## src/rtl/controller.sv

```systemverilog
// -----------------------------------------------------------------------------
// controller
// Multi-cycle Moore control unit for the lab CPU. It steps an instruction
// through fetch, decode, execute, memory and write-back phases based on a
// 3-bit opcode, and drives the datapath enable and select lines.
//
// State table:
//   state  | meaning
//   FETCH  | read instruction into IR, PC <= PC+1
//   DECODE | latch opcode, choose the next phase
//   EXEC   | ALU operation, address calculation, branch compare or jump
//   MEM    | data memory read (LOAD) or write (STORE)
//   WB     | register file write-back
//   HALT   | stopped; only reset leaves this state
//
// Ports:
//   clk        in   system clock, rising edge
//   rst        in   synchronous active-high reset
//   code[2:0]  in   opcode from the instruction register, sampled in DECODE
//   state[2:0] out  current FSM state
//   pc_write, ir_write, mem_read, mem_write, reg_write          out  enables
//   alu_src, alu_op[1:0], mem_to_reg, reg_dst                   out  selects
//   branch, jump                                                out  PC control
//   halted                                                      out  in HALT
// -----------------------------------------------------------------------------
module controller (
    input  logic       clk,
    input  logic       rst,
    input  logic [2:0] code,
    output logic [2:0] state,
    output logic       pc_write,
    output logic       ir_write,
    output logic       mem_read,
    output logic       mem_write,
    output logic       reg_write,
    output logic       alu_src,
    output logic [1:0] alu_op,
    output logic       mem_to_reg,
    output logic       reg_dst,
    output logic       branch,
    output logic       jump,
    output logic       halted
);

    typedef enum logic [2:0] {
        S_FETCH  = 3'd0,
        S_DECODE = 3'd1,
        S_EXEC   = 3'd2,
        S_MEM    = 3'd3,
        S_WB     = 3'd4,
        S_HALT   = 3'd5
    } state_t;

    localparam logic [2:0] OP_ALU    = 3'd0;
    localparam logic [2:0] OP_ALUI   = 3'd1;
    localparam logic [2:0] OP_LOAD   = 3'd2;
    localparam logic [2:0] OP_STORE  = 3'd3;
    localparam logic [2:0] OP_BRANCH = 3'd4;
    localparam logic [2:0] OP_JUMP   = 3'd5;
    localparam logic [2:0] OP_NOP    = 3'd6;
    localparam logic [2:0] OP_HALT   = 3'd7;

    state_t     r_state;
    logic [2:0] r_op;

    always_ff @(posedge clk) begin
        if (rst) begin
            r_state <= S_FETCH;
            r_op    <= OP_NOP;
        end else begin
            case (r_state)
                S_FETCH: r_state <= S_DECODE;
                S_DECODE: begin
                    r_op <= code;
                    case (code)
                        OP_HALT: r_state <= S_HALT;
                        OP_NOP:  r_state <= S_FETCH;
                        default: r_state <= S_EXEC;
                    endcase
                end
                S_EXEC: begin
                    case (r_op)
                        OP_ALU, OP_ALUI:   r_state <= S_WB;
                        OP_LOAD, OP_STORE: r_state <= S_MEM;
                        default:           r_state <= S_FETCH;
                    endcase
                end
                S_MEM:   r_state <= (r_op == OP_LOAD) ? S_WB : S_FETCH;
                S_WB:    r_state <= S_FETCH;
                S_HALT:  r_state <= S_HALT;
                // Encodings 6 and 7 are unreachable; recover if ever seen.
                default: r_state <= S_FETCH;
            endcase
        end
    end

    assign state = r_state;

    // Outputs depend only on the state and the latched opcode; reset gates
    // them off combinationally so the datapath sees no strobes while held.
    always_comb begin
        pc_write   = 1'b0;
        ir_write   = 1'b0;
        mem_read   = 1'b0;
        mem_write  = 1'b0;
        reg_write  = 1'b0;
        alu_src    = 1'b0;
        alu_op     = 2'b00;
        mem_to_reg = 1'b0;
        reg_dst    = 1'b0;
        branch     = 1'b0;
        jump       = 1'b0;
        halted     = 1'b0;
        if (!rst) begin
            case (r_state)
                S_FETCH: begin
                    ir_write = 1'b1;
                    mem_read = 1'b1;
                    pc_write = 1'b1;
                end
                S_EXEC: begin
                    case (r_op)
                        OP_ALU:  alu_op = 2'b10;
                        OP_ALUI, OP_LOAD, OP_STORE: alu_src = 1'b1;
                        OP_BRANCH: begin
                            alu_op = 2'b01;
                            branch = 1'b1;
                        end
                        OP_JUMP: begin
                            jump     = 1'b1;
                            pc_write = 1'b1;
                        end
                        default: ;
                    endcase
                end
                S_MEM: begin
                    mem_read  = (r_op == OP_LOAD);
                    mem_write = (r_op == OP_STORE);
                end
                S_WB: begin
                    reg_write  = 1'b1;
                    mem_to_reg = (r_op == OP_LOAD);
                    reg_dst    = (r_op == OP_ALU);
                end
                S_HALT:  halted = 1'b1;
                default: ;
            endcase
        end
    end

endmodule

```

## config.mk

```make
export PLATFORM = sky130hd
export DESIGN_NAME = controller
export DESIGN_NICKNAME = d
export VERILOG_FILES = /design/src/rtl/controller.sv
export SDC_FILE = /design/constraint.sdc
export NUM_CORES = 1
export LEC_CHECK = 0
export ABC_AREA = 1
export CORE_AREA = 2 2 39 41
export CTS_BUF_LIST = sky130_fd_sc_hd__clkbuf_4 sky130_fd_sc_hd__clkbuf_8
export CTS_CLUSTER_DIAMETER = 40
export CTS_CLUSTER_SIZE = 8
export DETAILED_ROUTE_END_ITERATION = 8
export DIE_AREA = 0 0 41 43
export GPL_ROUTABILITY_DRIVEN = 1
export GPL_TIMING_DRIVEN = 0
export PLACE_DENSITY = 0.71
export SETUP_SLACK_MARGIN = 0.4
export SLEW_MARGIN = 5
export SYNTH_ARGS = -nofsm -noshare
export SYNTH_HDL_FRONTEND = slang
export SYNTH_SLANG_ARGS = --single-unit
export TNS_END_PERCENT = 50
```

## constraint.sdc

```tcl
create_clock -name clk -period 1.3 [get_ports clk]
set_input_delay 0.13 -clock clk [delete_from_list [all_inputs] [get_ports clk]]
set_output_delay 0.13 -clock clk [all_outputs]
set_load 0.1 [all_outputs]
```

==> results.json, run 1 <==
{
  "synth-seq-cells": 6,
  "outcome": "finished, violations left",
  "grt_pass1_vias": 450,
  "nets": 104,
  "drtAntennaViolNets": 0,
  "drive_above_1_share_pct": 64.3,
  "holdWs_ns": 0.115,
  "synthesis.nets": 74,
  "cts_buffers": 3,
  "core_area_mm2": 0.00138,
  "ys_seq_area_share_pct": 28.7,
  "start_kind": "flip-flop",
  "h-tree-depth": 1,
  "cts.clk_slew.worst_paths_ns": 0.05,
  "syn_to_final_growth_pct": 136,
  "port-buffer-count": 19,
  "diodes": 0,
  "crit_path_end_kind": "output pin",
  "drv_slew": 0,
  "cts.sinks": 6,
  "grt_pass1_wl_um": 1960,
  "max_slew_margin_pct": 64.0,
  "clk_path_buf_depth": 2,
  "wl_um": 1300,
  "cts_tree": "done",
  "root_buffer": "clkbuf_4",
  "skew_ns": 0.00495,
  "placementRows": 14,
  "required_ns": 1.17,
  "drtIter0Drc": 9,
  "fin_crit_sh_pct": 116,
  "fin_crit_ns": 1.51,
  "synth.distinct_cells": 18,
  "die_area_mm2": 0.00176,
  "grt_overflow": 0,
  "arrival_ns": 1.38,
  "yosysWarnings": 0,
  "fin_ws_ns": -0.211,
  "synthCells": 69,
  "die_x_um": 41,
  "cap_violations": 0,
  "start_util_pct": 30.3,
  "netlist_area_um2": 419,
  "grt_max_degree": 11,
  "rsz0062_at_grt": "yes",
  "powerDensity_mw_per_mm2": 887,
  "final_common_cell": "buf_12",
  "remaining_drc_errors": 0,
  "hold_class": "input pin to flip-flop",
  "tightest_slew_ns": 0.543,
  "crit_path_max_fanout": 5,
  "synth_area_per_cell_um2": 6.07,
  "p_leak_nw": 0.454,
  "power_w": 0.000879,
  "gr-usage-all-layers_pct": 16.8,
  "vdd_drop_max_v": 0.000583,
  "fin_setup_tns_ns": -1.58,
  "max_freq_mhz": 662,
  "vias": 549,
  "post-dp-hpwl_um": 868,
  "io_pins": 21,
  "insertion_delay_ns": 0.24,
  "die_h_um": 43,
  "hold_violations": 0,
  "post-route-util_pct": 71.6,
  "via_per_inst": 4.82,
  "place_congestion": 0.803,
  "drt_pre_antenna_iters": 4,
  "setup_viol": 12,
  "grt_antenna_before_repair": 0,
  "crit_type": "flip-flop to output pin",
  "most-common-layout-cells": "11 x buf_12, 9 x nand2_1, 7 x nor2_1, 6 x buf_6",
  "routedWlPerCell_um": 11.4,
  "violations": "setup timing",
  "ctsHoldBuffers": 0
}
==> flip-flops by register name (all words and copies together), names as in the netlist <==
signal	cells
r_op	3
state	3
==> cells in the mapped netlist (all sizes together) <==
master	n	area (um^2)
or2	1	6.26
nand4	1	6.26
o21ai	4	20.0
nand2	16	62.6
nand3	5	25.0
buf	2	18.8
nor2	12	55.1
a21oi	4	20.0
dfxtp	6	120
nor4	3	18.8
nor3	4	25.0
inv	11	41.3
==> stage by stage <==
stage | instances | cell area (um^2) | setup slack (ns)
after floorplan | 69 | 526 | -1.15
after global placement | 104 | 736 | -0.995
after detailed placement | 104 | 736 | -0.998
after CTS | 111 | 915 | -0.227
after global routing | 114 | 991 | -0.298
final | 114 | 991 | -0.211
==> per-layer routing <==
layer  part of all wire [%]  vias up  track usage (%)  wire length (um)
met5                      0        -                0                 0
met4                      0        0             12.0                 0
met3                    3.2        0             1.57                41
met2                     59       14             26.6               765
met1                     38      252             19.8               492
li1                       -      283                -                 -
==> report_power, final <==
group | switching (W) | leakage, nW | internal (W)
Sequential | 0.0000404 | 0.0519 | 0.000207
Clock | 0.0000661 | 0.0184 | 0.000137
Combinational | 0.000294 | 0.383 | 0.000134
==> path summary, 6_finish.rpt <==
kind         cells after the start  startpoint  slack (ns)        end
max reg2reg                      6    state[2]        0.27   state[2]
max                              6    state[1]       -0.21  alu_op[1]
min reg2reg                      2     r_op[1]        0.55    r_op[1]
min                              2         rst        0.11   state[1]
==> logic make-up after synthesis <==
logic type	Yosys count	share of synthesized area (%)
flip-flops	6	28.7
AO/OA/AOI/OAI	8	9.55
buffers and inverters	13	14.3
AND/OR/NAND/NOR	42	47.5
==> critical path, cell delays in order, from the launching register on <==
cell     delay (ns)
dfxtp_4        0.37
inv_4          0.05
nor2_4         0.10
nand2_4        0.09
buf_4          0.15
nor3_4         0.16
buf_12         0.20
==> what timing repair did <==
action                     CTS  global route
hold endpoints to repair     0             0
buffers inserted             3             3
resized for setup          138            17
setup endpoints to repair   21            22
pin swaps                    9             5
==> area by class of cell <==
| cell class | count | area, um^2 |
|---|---|---|
| buffer | 2 | 22.5 |
| clock buffer | 4 | 30.0 |
| fill | 91 | 393 |
| inverter | 11 | 51.3 |
| multi-input combinational | 50 | 378 |
| sequential | 6 | 140 |
| tap | 16 | 20.0 |
| timing repair buffer | 25 | 349 |
Power figures use the tool's default switching activity.
==> run 2, diff against run 1 <==
--- a/config.mk
+++ b/config.mk
@@ -6,6 +6,7 @@
 export NUM_CORES = 1
 export LEC_CHECK = 0
 export ABC_AREA = 1
+export CAP_MARGIN = 10
 export CORE_AREA = 2 2 39 41
 export CTS_BUF_LIST = sky130_fd_sc_hd__clkbuf_4 sky130_fd_sc_hd__clkbuf_8
 export CTS_CLUSTER_DIAMETER = 40
==> results of run 2 <==
Same layout as run 1: the final DEF is identical, and so are final timing and power.
